--- src/rtl/axis_uart_tx.sv ---
// axis_uart_tx: serializes 32-bit AXI-Stream words as four UART bytes, byte 0 first.
// Define AXIS_UART_PARITY_EN for 8E1 framing; the default build is 8N1.
module axis_uart_tx #(
    parameter int unsigned CLKS_PER_BIT = 868
) (
    input  logic        clk,
    input  logic        reset_n,
    input  logic        S_AXIS_TVALID,
    output logic        S_AXIS_TREADY,
    input  logic [31:0] S_AXIS_TDATA,
    input  logic        S_AXIS_TLAST,
    output logic        uart_txd,
    output logic        busy,
    output logic        last_done
);
    typedef enum logic [2:0] {
        S_IDLE,
        S_START,
        S_DATA,
`ifdef AXIS_UART_PARITY_EN
        S_PARITY,
`endif
        S_STOP
    } state_t;

    state_t      r_state;
    state_t      w_state_nxt;
    logic [15:0] r_baud;
    logic [2:0]  r_bit;
    logic [2:0]  w_bit_nxt;
    logic [1:0]  r_byte;
    logic [1:0]  w_byte_nxt;
    logic [31:0] r_word;
    logic [31:0] w_word_nxt;
    logic        r_last;
    logic        w_last_nxt;
    logic [31:0] r_buf_data;
    logic        r_buf_last;
    logic        r_buf_full;
    logic        r_ready;
    logic        r_txd;
    logic        r_last_done;
    logic        w_accept;
    logic        w_load;
    logic        w_bit_end;
    logic        w_done;
    logic        w_txd_nxt;
`ifdef AXIS_UART_PARITY_EN
    logic [7:0]  w_cur_byte;
`endif

    assign S_AXIS_TREADY = r_ready & ~r_buf_full;
    assign w_accept      = S_AXIS_TVALID & S_AXIS_TREADY;
    assign w_bit_end     = (r_baud == 16'(CLKS_PER_BIT - 1));
    assign uart_txd      = r_txd;
    assign busy          = (r_state != S_IDLE) | r_buf_full;
    assign last_done     = r_last_done;

    always_comb begin
        w_state_nxt = r_state;
        w_bit_nxt   = r_bit;
        w_byte_nxt  = r_byte;
        w_load      = 1'b0;
        w_done      = 1'b0;
        unique case (r_state)
            S_IDLE: begin
                if (r_buf_full) begin
                    w_load      = 1'b1;
                    w_state_nxt = S_START;
                end
            end
            S_START: begin
                if (w_bit_end) begin
                    w_state_nxt = S_DATA;
                    w_bit_nxt   = 3'd0;
                end
            end
            S_DATA: begin
                if (w_bit_end) begin
                    if (r_bit == 3'd7) begin
`ifdef AXIS_UART_PARITY_EN
                        w_state_nxt = S_PARITY;
`else
                        w_state_nxt = S_STOP;
`endif
                    end else begin
                        w_bit_nxt = r_bit + 3'd1;
                    end
                end
            end
`ifdef AXIS_UART_PARITY_EN
            S_PARITY: begin
                if (w_bit_end) w_state_nxt = S_STOP;
            end
`endif
            S_STOP: begin
                if (w_bit_end) begin
                    if (r_byte == 2'd3) begin
                        w_done = r_last;
                        // Chain straight into the next word to keep the line busy
                        if (r_buf_full) begin
                            w_load      = 1'b1;
                            w_state_nxt = S_START;
                        end else begin
                            w_state_nxt = S_IDLE;
                        end
                    end else begin
                        w_byte_nxt  = r_byte + 2'd1;
                        w_state_nxt = S_START;
                    end
                end
            end
            default: w_state_nxt = S_IDLE;
        endcase
        if (w_load) begin
            w_byte_nxt = 2'd0;
            w_bit_nxt  = 3'd0;
        end
    end

    always_comb begin
        w_word_nxt = w_load ? r_buf_data : r_word;
        w_last_nxt = w_load ? r_buf_last : r_last;
`ifdef AXIS_UART_PARITY_EN
        w_cur_byte = w_word_nxt[{w_byte_nxt, 3'b000} +: 8];
`endif
        w_txd_nxt = 1'b1;
        unique case (w_state_nxt)
            S_START:  w_txd_nxt = 1'b0;
            S_DATA:   w_txd_nxt = w_word_nxt[{w_byte_nxt, w_bit_nxt}];
`ifdef AXIS_UART_PARITY_EN
            S_PARITY: w_txd_nxt = ^w_cur_byte;
`endif
            default:  w_txd_nxt = 1'b1;
        endcase
    end

    always_ff @(posedge clk) begin
        if (!reset_n) begin
            r_state     <= S_IDLE;
            r_baud      <= '0;
            r_bit       <= '0;
            r_byte      <= '0;
            r_word      <= '0;
            r_last      <= 1'b0;
            r_txd       <= 1'b1;
            r_last_done <= 1'b0;
        end else begin
            r_state     <= w_state_nxt;
            r_bit       <= w_bit_nxt;
            r_byte      <= w_byte_nxt;
            r_word      <= w_word_nxt;
            r_last      <= w_last_nxt;
            r_txd       <= w_txd_nxt;
            r_last_done <= w_done;
            if (w_load || r_state == S_IDLE || w_bit_end) begin
                r_baud <= '0;
            end else begin
                r_baud <= r_baud + 16'd1;
            end
        end
    end

    always_ff @(posedge clk) begin
        if (!reset_n) begin
            r_ready    <= 1'b0;
            r_buf_full <= 1'b0;
            r_buf_data <= '0;
            r_buf_last <= 1'b0;
        end else begin
            r_ready <= 1'b1;
            if (w_accept) begin
                r_buf_full <= 1'b1;
                r_buf_data <= S_AXIS_TDATA;
                r_buf_last <= S_AXIS_TLAST;
            end else if (w_load) begin
                r_buf_full <= 1'b0;
            end
        end
    end
endmodule

--- config.mk ---
export PLATFORM = sky130hd
export DESIGN_NAME = axis_uart_tx
export DESIGN_NICKNAME = d
export VERILOG_FILES = /design/src/rtl/axis_uart_tx.sv
export SDC_FILE = /design/constraint.sdc
export NUM_CORES = 1
export LEC_CHECK = 0
export BUFFER_PORTS_ARGS = -buffer_cell sky130_fd_sc_hd__buf_2
export CORE_UTILIZATION = 60
export DETAILED_ROUTE_END_ITERATION = 10
export PLACE_DENSITY_LB_ADDON = 0.2
export RECOVER_POWER = 25
export SYNTH_ARGS = -nofsm -noshare
export SYNTH_HDL_FRONTEND = slang
export SYNTH_SLANG_ARGS = --single-unit
--- constraint.sdc ---
create_clock -name clk -period 5.9 [get_ports clk]
set_input_delay 0.295 -clock clk [delete_from_list [all_inputs] [get_ports clk]]
set_output_delay 0.295 -clock clk [all_outputs]
set_load 0.1 [all_outputs]
* Word level (Yosys, flattened, before mapping)
Cells that the tools add are included.
** Operators by class
- Add/sub/neg operators :: 3
- $lt $le $gt $ge :: 1
- Equal/unequal tests :: 8
- Mux-type cells :: 28
- Bitwise logic cells :: 5
- Reduce and logical (&&, ||, !) cells :: 7
** Operators by type and width (number)
- 32-bit two-way mux :: 1
- 3-bit two-way mux :: 10
- 16-bit by 1-bit adder with 16-bit output, second input constant :: 1
- 16-bit by 10-bit equality test with 1-bit output, second input constant :: 1
- 3-bit case mux with 4 select lines :: 1
- 3-bit by 2-bit equality test with 1-bit output, second input constant :: 3
- 1-bit two-way mux :: 8
- 2-bit two-way mux :: 4
- 3-bit by 1-bit equality test with 1-bit output, second input constant :: 2
- 5-bit by 6-bit less-than comparator with 1-bit output, second input constant :: 1
- 3-bit case mux with 2 select lines :: 1
- 1-bit binary-select mux with 5-bit select :: 1
- 1-bit case mux with 2 select lines :: 2
- 4-bit AND reduction :: 1
- 3-bit by 1-bit adder with 3-bit output, second input constant :: 1
- 3-bit equality test, second input constant :: 1
- 3-bit zero test :: 1
- 3-bit nonzero test :: 1
- 2-bit by 1-bit adder with 2-bit output, second input constant :: 1
- 1-bit AND :: 2
- 2-bit equality test, second input constant :: 1
- 1-bit logical OR :: 2
- 1-bit inverter :: 2
- 2-bit nonzero test :: 1
- other kinds (2) :: 2
** Word-level totals
- Register bits after elaboration :: 94
- Input port bits :: 36
- Output and inout port bits :: 4
- Logic and storage cells :: 64

* Longest topological paths before layout
Gate-level depths: netlist (run 1).
- Word-level depth :: 8
- Gate-level depth with buffers :: 11
- Gate-level depth less buffers :: 9

* Worst setup path after synthesis (run 1)
Ideal clock, no wire load.
- Path type :: reg2reg
- Start :: register r_baud[0]
- End :: register r_txd, in the netlist uart_txd
- Library setup time :: 0.118 ns
- Arrival :: 2.740 ns
- Required time :: 5.782 ns
- Setup slack :: 3.043 ns
- Stages on the path, launching flop included :: 11
- Buffers on the path :: 1
- Period minus slack after synthesis :: 2.857 ns
- Path through :: dfxtp_1 -> ha_1 -> nor4b_1 -> and4_2 -> a21oi_1 -> o21ba_1 -> buf_6 -> mux2_1 -> mux4_2 -> o2bb2a_4 -> o2111a_1
** On the way
- Word-level cells in the longest chain between the ends :: 7
- Elaborated cells on any way between the ends :: 20
- Classes of those cells :: 3 x eq/ne; 17 x mux
** Ends and longest elaborated chain
- start, declared :: RTL line 28 : logic [15:0] r_baud;
- start signal, assigned :: RTL line 159 : r_baud <= r_baud + 16'd1;
- 16-bit by 10-bit equality test with 1-bit output * :: RTL line 54 : assign w_bit_end = (r_baud == 16'(CLKS_PER_BIT - 1));
- 1-bit two-way mux (tied with other cells) :: RTL line 97 : if (w_bit_end) begin
- 1-bit case mux with 2 select lines (tied with other cells) :: RTL line 65 : unique case (r_state)
- 32-bit two-way mux (tied with other cells) :: RTL line 122 : w_word_nxt = w_load ? r_buf_data : r_word;
- 1-bit binary-select mux with 5-bit select :: RTL line 130 : S_DATA: w_txd_nxt = w_word_nxt[{w_byte_nxt, w_bit_nxt}];
- 1-bit two-way mux (not written as such) :: RTL line 130
- 1-bit case mux with 2 select lines * :: RTL line 128 : unique case (w_state_nxt)
- end signal, assigned :: RTL line 154 : r_txd <= w_txd_nxt;
- end, declared :: RTL line 41 : logic r_txd;
Mark *: on every way between the ends. The rest lies on a longest branch, timed or not. The select of a mux whose other input is x is not followed.
A chain may end at the register's enable or synchronous reset.

* Worst setup path in the final report (run 1)
Ends and elaborated chain as after synthesis.

==> impl_table.tex, run 1 <==
\begin{tabular}{lr}
\hline
Metric & Value \\
\hline
\multicolumn{2}{l}{\textbf{Placed design}} \\
\quad Total of buffers placed on input and output ports & 39 \\
\quad Post-placement cell area & 4160 µm² \\
\quad Final HPWL from detailed placement & 5218 µm \\
\quad Routability congestion estimate & 0.8230 \\
\multicolumn{2}{l}{\textbf{Clocking}} \\
\quad Number of buffers inserted to repair setup after CTS & 0 \\
\quad Clock slew at reported path FFs & 0.09 ns \\
\quad CTS H-tree lvls & 3 \\
\quad Number of buffers inserted by hold repair at cts & 0 \\
\quad Resize count post-CTS & 0 \\
\quad Maximum count of clock buffers along a single path & 2 \\
\quad Num CTS Buffers & 9 \\
\quad Sink Count & 94 \\
\quad Clock latency reported for the late side of the worst-skew pair & 0.35 ns \\
\quad CTS Root Cell & clkbuf\_8 \\
\quad TritonCTS clock tree & yes \\
\multicolumn{2}{l}{\textbf{GRT}} \\
\quad Number of global-route vias before repair & 2902 \\
\quad Number of antenna violations at the first check in global routing & 0 \\
\quad First-pass GRT wire length & 13230 µm \\
\quad Residual overflow from global routing & 0 \\
\quad Pin count of the biggest net entering global routing & 68 \\
\quad Tot GR Track Use & 23.55\% \\
\multicolumn{2}{l}{\textbf{Final layout}} \\
\quad Share of cells above drive strength 1 & 13.77\% \\
\quad NumNets Final & 535 \\
\quad Count of fill cells added during filler insertion & 549 \\
\quad Area growth from synthesis to layout & 9.154\% \\
\quad Layout Cell Area excl Fill & 4342 µm² \\
\quad Antenna fix cells & 0 \\
\multicolumn{2}{l}{\textbf{Routing}} \\
\quad Total number of vias & 3182 \\
\quad TritonRoute pass-1 iters & 4 \\
\quad Via density & 5.505 \\
\quad Residual antenna-violating net count after detailed routing & 0 \\
\quad DRC violations left & 0 \\
\quad Total wire length after detailed routing & 7712 µm \\
\quad DRC marker count from the first detailed-route iteration & 160 \\
\quad Average routed wire per standard cell & 13.34 µm \\
\multicolumn{2}{l}{\textbf{Power}} \\
\quad IR drop worst, VDD & 0.0001712 V \\
\quad Power density relative to cell area & 264.5 nW/µm² \\
\quad Static power due to leakage & 0.001585 µW \\
\multicolumn{2}{l}{\textbf{STA}} \\
\quad Max Transition Viols Final & 34 \\
\quad Setup\_tns & 0 ns \\
\quad Shortest period the worst path allows & 3.551 ns \\
\quad Period utilization & 60.19\% \\
\quad Number of setup violations in the final report & 0 \\
\quad Unrepaired setup endpoints after global routing & false \\
\quad Post-route clock skew & 0.009340 ns \\
\quad Slew margin rel. & -2.304\% \\
\quad Transition time at the pin with the least slew margin & 1.534 ns \\
\quad Final worst hold slack & 0.1674 ns \\
\quad Highest clock rate & 281.6 MHz \\
\quad Hold violation total from the final report & 0 \\
\multicolumn{2}{l}{\textbf{Status}} \\
\quad Status & finished with violations \\
\quad Failing checks & max-capacitance violations, max-slew violations \\
\multicolumn{2}{l}{\textbf{Die}} \\
\quad Die Outline Area & 6959 µm² \\
\quad Initial core utilization & 62.28\% \\
\quad Core region area & 6386 µm² \\
\quad I/O pins & 40 \\
\quad Floorplan die width & 83.42 µm \\
\quad Std cell rows & 29 \\
\quad Height of the chip & 83.42 µm \\
\multicolumn{2}{l}{\textbf{Yosys}} \\
\quad Library cell with the largest summed area after synthesis & dfxtp\_1 \\
\quad Syn Nets & 511 \\
\quad Number of distinct library cells after synthesis & 53 \\
\quad Share of the yosys chip area belonging to registers & 47.31\% \\
\quad Share of flip-flops with an asynchronous set or reset after synthesis & 0\% \\
\quad Netlist area before placement & 3978 µm² \\
\quad Count of flip-flops with a built-in enable after synthesis & 0 \\
\quad Yosys warning total & 0 \\
\quad Most area-consuming cells after synthesis & dfxtp\_1 (47\%), nand2\_1 (12\%), a21oi\_1 (8.2\%) \\
\quad Average footprint of a synthesized cell & 8.409 µm² \\
\quad Most used flip-flop cell after synthesis & dfxtp\_1 \\
\quad Portion of synthesized cell area occupied by the leading cell type & 47.31\% \\
\quad Gate count after technology mapping & 473 \\
\quad Flip-flop and latch count after synthesis & 94 \\
\multicolumn{2}{l}{\textbf{Worst setup path}} \\
\quad Data required time at the worst endpoint & 6.14 ns \\
\quad Path type of the worst setup path & flip-flop to flip-flop \\
\quad RR Startpoint & r\_baud[0]\$\_SDFF\_PP0\_ \\
\quad Worst setup EP type & flip-flop \\
\quad Endpoint of the lowest-slack register-to-register path & uart\_txd\$\_SDFF\_PN1\_ \\
\quad Worst-case reg-to-reg path depth & 9 \\
\quad Internal reg-to-reg setup slack & 2.35 ns \\
\quad Startpoint of the worst setup timing path & r\_baud[0]\$\_SDFF\_PP0\_ \\
\quad Crit-path max FO & 14 \\
\quad Worst endpoint data arrival time & 3.79 ns \\
\quad Worst Setup Start Kind & flip-flop \\
\multicolumn{2}{l}{\textbf{Worst hold path}} \\
\quad Hold path depth & 3 \\
\quad Endpoint with the worst hold slack & r\_buf\_data[26]\$\_SDFFE\_PN0P\_ \\
\quad Beginning of the worst hold path & S\_AXIS\_TDATA[26] \\
\quad Worst min-delay path class & input port to flip-flop \\
\multicolumn{2}{l}{\textbf{Flow run}} \\
\quad Maximum Capacitance Violations & 1 \\
\hline
\end{tabular}
-- registers in the layout (all words and copies together), names as in the netlist --
signal,flops
r_buf_data,32
r_word,32
r_baud,16
r_bit,3
r_state,3
r_byte,2
last_done,1
r_buf_full,1
r_buf_last,1
r_last,1
r_ready,1
uart_txd,1
-- critical path: stages, from the launching register on --
cell      delay (ns)
dfxtp_1         0.39
ha_1            0.25
nor4b_1         0.22
and4_1          0.50
a21oi_1         0.14
o21ba_1         0.64
mux2_2          0.40
mux4_2          0.47
o2bb2a_4        0.20
o2111a_1        0.22
-- final cells by class --
class	count	area, µm²	area share [%]
tap	77	96.34	2.219
multi-input combinational	345	1948	44.87
sequential	94	1882	43.34
timing repair buffer	41	203.9	4.697
inverter	6	22.52	0.5187
clock inverter	4	47.55	1.095
clock buffer	11	141.4	3.256
-- worst max-delay path by stage --
| stage | end | slack [ns] |
|---|---|---|
| floorplan | uart_txd$_SDFF_PN1_ | 3.04 |
| global placement | uart_txd$_SDFF_PN1_ | 2.58 |
| detailed placement | uart_txd$_SDFF_PN1_ | 2.48 |
| CTS | uart_txd$_SDFF_PN1_ | 2.45 |
| global route | uart_txd$_SDFF_PN1_ | 2.07 |
| finish | uart_txd$_SDFF_PN1_ | 2.35 |
-- cell usage in the layout (no fill, tap or decap), types with 4 or more instances in the layout --
| cell type | netlist | layout |
|---|---|---|
| clkbuf_8 | 0 | 10 |
| inv_1 | 6 | 5 |
| xor2_1 | 10 | 10 |
| mux2_2 | 7 | 7 |
| nand3_1 | 8 | 8 |
| a211oi_1 | 5 | 5 |
| nor3_1 | 4 | 4 |
| nor2_1 | 26 | 26 |
| buf_2 | 3 | 34 |
| dfxtp_1 | 94 | 94 |
| mux2i_1 | 15 | 15 |
| and3_1 | 4 | 4 |
| o21ai_0 | 7 | 7 |
| xnor2_1 | 4 | 4 |
| a21oi_1 | 65 | 65 |
| nand2_1 | 130 | 130 |
| and2_1 | 7 | 6 |
| clkbuf_1 | 22 | 6 |
-- logic make-up (layout without fill, tap and decap cells) --
| family | after synthesis | in the layout | synth area share, % |
|---|---|---|---|
| other | 1 | 1 | 0.09428 |
| flip-flops | 94 | 94 | 47.31 |
| adder cells (fa/ha/maj) | 2 | 2 | 0.6290 |
| XOR/XNOR | 14 | 14 | 3.083 |
| AND/OR/NAND/NOR | 203 | 203 | 22.81 |
| AO/OA/AOI/OAI | 99 | 99 | 14.75 |
| buffers and inverters | 34 | 62 | 3.775 |
| multiplexers | 26 | 26 | 7.549 |
-- cell usage after synthesis, types with 4 or more instances --
| cell | count |
|---|---|
| nand2_1 | 130 |
| dfxtp_1 | 94 |
| a21oi_1 | 65 |
| nor2_1 | 26 |
| clkbuf_1 | 22 |
| mux2i_1 | 15 |
| xor2_1 | 10 |
| nand3_1 | 8 |
| and2_1 | 7 |
| mux2_2 | 7 |
| o21ai_0 | 7 |
| inv_1 | 6 |
| a211oi_1 | 5 |
| and3_1 | 4 |
| nor3_1 | 4 |
| xnor2_1 | 4 |
-- routing by layer --
layer  up-vias  wire (µm)  track usage (%)
li1       1639          -                -
met1      1473       3637            31.27
met2        58       3699            38.30
met3        12        243            4.175
met4         0        131            9.245
met5         -          0                0
-- per-stage QoR --
stage	power, µW	setup WS (ns)	utilization, %	std cells
6_report	1149	2.349	67.99	578
5_1_grt	1188	2.069	67.99	578
4_1_cts	1155	2.452	68.10	578
3_5_place_dp	747.9	2.476	65.15	563
3_3_place_gp	745.1	2.579	65.15	563
2_1_floorplan	724.3	3.043	-	473
-- power by group --
part	switching (µW)	internal [µW]
sequential	9.88	649
clock	212	204
combinational	48.4	25.0
Power figures use the tool's default switching activity.
==> run 2, diff against run 1 <==
--- a/config.mk
+++ b/config.mk
@@ -6,7 +6,7 @@
 export NUM_CORES = 1
 export LEC_CHECK = 0
 export BUFFER_PORTS_ARGS = -buffer_cell sky130_fd_sc_hd__buf_2
-export CORE_UTILIZATION = 60
+export CORE_UTILIZATION = 53
 export DETAILED_ROUTE_END_ITERATION = 10
 export PLACE_DENSITY_LB_ADDON = 0.2
 export RECOVER_POWER = 25
==> constraint.sdc (replaced) <==
create_clock -name clk -period 3.1 [get_ports clk]
set_input_delay 0.155 -clock clk [delete_from_list [all_inputs] [get_ports clk]]
set_output_delay 0.155 -clock clk [all_outputs]
set_load 0.1 [all_outputs]
==> run 2 against run 1 <==
Against the previous run: the flow now finishes without violations; register-to-register slack worse by 2.1 ns; die area increased by 13%; sequential share of layout area fell by 1.4 points.
==> impl_table.tex, run 2 (synthesized netlist as in run 1, its figures left out) <==
\begin{tabular}{lr}
\hline
Metric & Value \\
\hline
\multicolumn{2}{l}{\textbf{STA}} \\
\quad Unrepaired setup endpoints after global routing & false \\
\quad Slew margin rel. & 11.87\% \\
\quad Period utilization & 93.51\% \\
\quad Shortest period the worst path allows & 2.899 ns \\
\quad Highest clock rate & 345.0 MHz \\
\quad Setup\_tns & 0 ns \\
\quad Post-route clock skew & 0.01292 ns \\
\quad Transition time at the pin with the least slew margin & 1.322 ns \\
\quad Number of setup violations in the final report & 0 \\
\quad Max Transition Viols Final & 0 \\
\quad Hold violation total from the final report & 0 \\
\multicolumn{2}{l}{\textbf{Flow run}} \\
\quad Maximum Capacitance Violations & 0 \\
\multicolumn{2}{l}{\textbf{Worst setup path}} \\
\quad Worst setup EP type & flip-flop \\
\quad Critical path cell sequence & ha\_1, nor4b\_1, and4\_4, a21oi\_1, o21ba\_2, mux2\_2, mux4\_2, o2bb2a\_4, o2111a\_1 \\
\quad CP max-delay cell & mux4\_2 \\
\quad Crit-path max FO & 7 \\
\quad Delay of the slowest cell on the worst path & 0.48 ns \\
\quad Data required time at the worst endpoint & 3.35 ns \\
\quad Sum of buffers and inverters on the critical path & 0 \\
\quad Path type of the worst setup path & flip-flop to flip-flop \\
\quad Largest delay contributor family on the critical path & compound AO/OA/AOI/OAI gates \\
\quad Worst endpoint data arrival time & 3.15 ns \\
\quad Worst Setup Start Kind & flip-flop \\
\multicolumn{2}{l}{\textbf{Clocking}} \\
\quad CTS H-tree lvls & 3 \\
\quad CTS Root Cell & clkbuf\_8 \\
\quad Sink Count & 94 \\
\quad Number of buffers inserted to repair setup after CTS & 0 \\
\quad Number of buffers inserted by hold repair at cts & 0 \\
\quad Clock slew at reported path FFs & 0.09 ns \\
\quad Resize count post-CTS & 0 \\
\quad Maximum count of clock buffers along a single path & 2 \\
\quad Num CTS Buffers & 9 \\
\quad TritonCTS clock tree & yes \\
\quad Clock latency reported for the late side of the worst-skew pair & 0.35 ns \\
\multicolumn{2}{l}{\textbf{Routing}} \\
\quad Via density & 5.358 \\
\quad Met2 WL & 3707 µm \\
\quad Total wire length after detailed routing & 7792 µm \\
\quad DRC marker count from the first detailed-route iteration & 155 \\
\quad DRC violations left & 0 \\
\quad Total number of vias & 3279 \\
\quad TritonRoute pass-1 iters & 4 \\
\quad Residual antenna-violating net count after detailed routing & 0 \\
\quad DR top layer & met4 \\
\quad Met1 wire length & 3681 µm \\
\quad Average routed wire per standard cell & 12.73 µm \\
\quad Routed met3 length & 278 µm \\
\multicolumn{2}{l}{\textbf{Power}} \\
\quad Sequential group share of total power & 54.7\% \\
\quad IR drop worst, VDD & 0.0003129 V \\
\quad Switching power total & 526.8 µW \\
\quad Internal power summed over all cells & 1762 µW \\
\quad Switching share of power & 23.01\% \\
\quad Fraction of power consumed by the clock network & 38.9\% \\
\quad Combinational group share of total power & 6.4\% \\
\quad Power density relative to cell area & 509.7 nW/µm² \\
\quad Static power due to leakage & 0.001656 µW \\
\multicolumn{2}{l}{\textbf{GRT}} \\
\quad Tot GR Track Use & 21.20\% \\
\quad Number of global-route vias before repair & 2938 \\
\quad First-pass GRT wire length & 12880 µm \\
\quad Number of antenna violations at the first check in global routing & 0 \\
\quad Residual overflow from global routing & 0 \\
\quad Pin count of the biggest net entering global routing & 68 \\
\multicolumn{2}{l}{\textbf{Placed design}} \\
\quad Final HPWL from detailed placement & 5369 µm \\
\quad Total of buffers placed on input and output ports & 39 \\
\quad Placed Instances & 597 \\
\quad Routability congestion estimate & 0.8398 \\
\multicolumn{2}{l}{\textbf{Die}} \\
\quad Std cell rows & 31 \\
\quad Floorplan die width & 88.63 µm \\
\quad Height of the chip & 88.63 µm \\
\quad Die Outline Area & 7855 µm² \\
\quad Initial core utilization & 54.84\% \\
\quad I/O pins & 40 \\
\quad Core region area & 7253 µm² \\
\multicolumn{2}{l}{\textbf{Final layout}} \\
\quad Count of fill cells added during filler insertion & 669 \\
\quad NumNets Final & 547 \\
\quad Footprint of the multi-input gates & 1953 µm² \\
\quad Leading cell type in the layout, fill and taps excluded & nand2\_1 \\
\quad Antenna fix cells & 0 \\
\quad Commonest non-fill, non-tap cells in the layout & nand2\_1 (130), dfxtp\_1 (94), a21oi\_1 (65) \\
\quad Area growth from synthesis to layout & 12.90\% \\
\quad Storage element area & 1882 µm² \\
\quad Non-Filler Instances & 612 \\
\quad Share of cells above drive strength 1 & 16.57\% \\
\quad Largest registers ranked by flip-flop count & r\_buf\_data (32), r\_word (32), r\_baud (16) \\
\multicolumn{2}{l}{\textbf{Status}} \\
\quad Status & complete, no violations \\
\multicolumn{2}{l}{\textbf{Worst hold path}} \\
\quad Worst min-delay path class & input port to flip-flop \\
\hline
\end{tabular}
-- run 2: area by class of cell --
class	instances	share of cell area, %
inverters	6	0.5015
clock inverters	5	1.839
repair buffers	53	6.436
clock buffers	10	3.065
well taps	99	2.758
flip-flops and latches	94	41.91
multi-input cells	345	43.49
-- run 2: worst min-delay path, delay by kind of cell --
| kind | cells | cell delay (ns) |
|---|---|---|
| compound gates | 1 | 0.05 |
| simple gates | 1 | 0.04 |
| buf+inv | 1 | 0.09 |
-- run 2: power by group through the flow --
stage          registers [µW]  clock network [µW]  logic, µW
5_1_grt                  1250                 949        165
2_1_floorplan            1280                   0        102
3_3_place_gp             1280                   0        145
4_1_cts                  1250                 907        150
6_report                 1250                 891        147
3_5_place_dp             1280                   0        149
-- run 2: metal layers --
metal  global-route usage [%]  up-vias
li1                         -     1668
met1                    27.00     1539
met2                    35.52       61
met3                    4.384       11
met4                    7.918        0
met5                        0        -
-- run 2: final timing paths --
path | start | slack (ns) | endpoint | cells after the start
max reg2reg | r_baud[0]$_SDFF_PP0_ | 0.20 | uart_txd$_SDFF_PN1_ | 9
max | r_baud[0]$_SDFF_PP0_ | 0.20 | uart_txd$_SDFF_PN1_ | 9
min reg2reg | r_word[19]$_SDFF_PN0_ | 0.45 | r_word[19]$_SDFF_PN0_ | 2
min | S_AXIS_TDATA[18] | 0.03 | r_buf_data[18]$_SDFFE_PN0P_ | 3
-- run 2: stage by stage --
step                hold slack [ns]  setup slack (ns)  cell area [µm²]  power [µW]  util, %
detailed placement           0.4023            0.1861             4278        1429    58.98
global route                0.02168           0.04151             4491        2369    61.91
floorplan                    0.1827            0.2426             3978        1378        -
global placement             0.3953            0.2531             4278        1425    58.98
CTS                         0.02143            0.1210             4498        2308    62.01
finish                      0.02826            0.2012             4491        2289    61.91
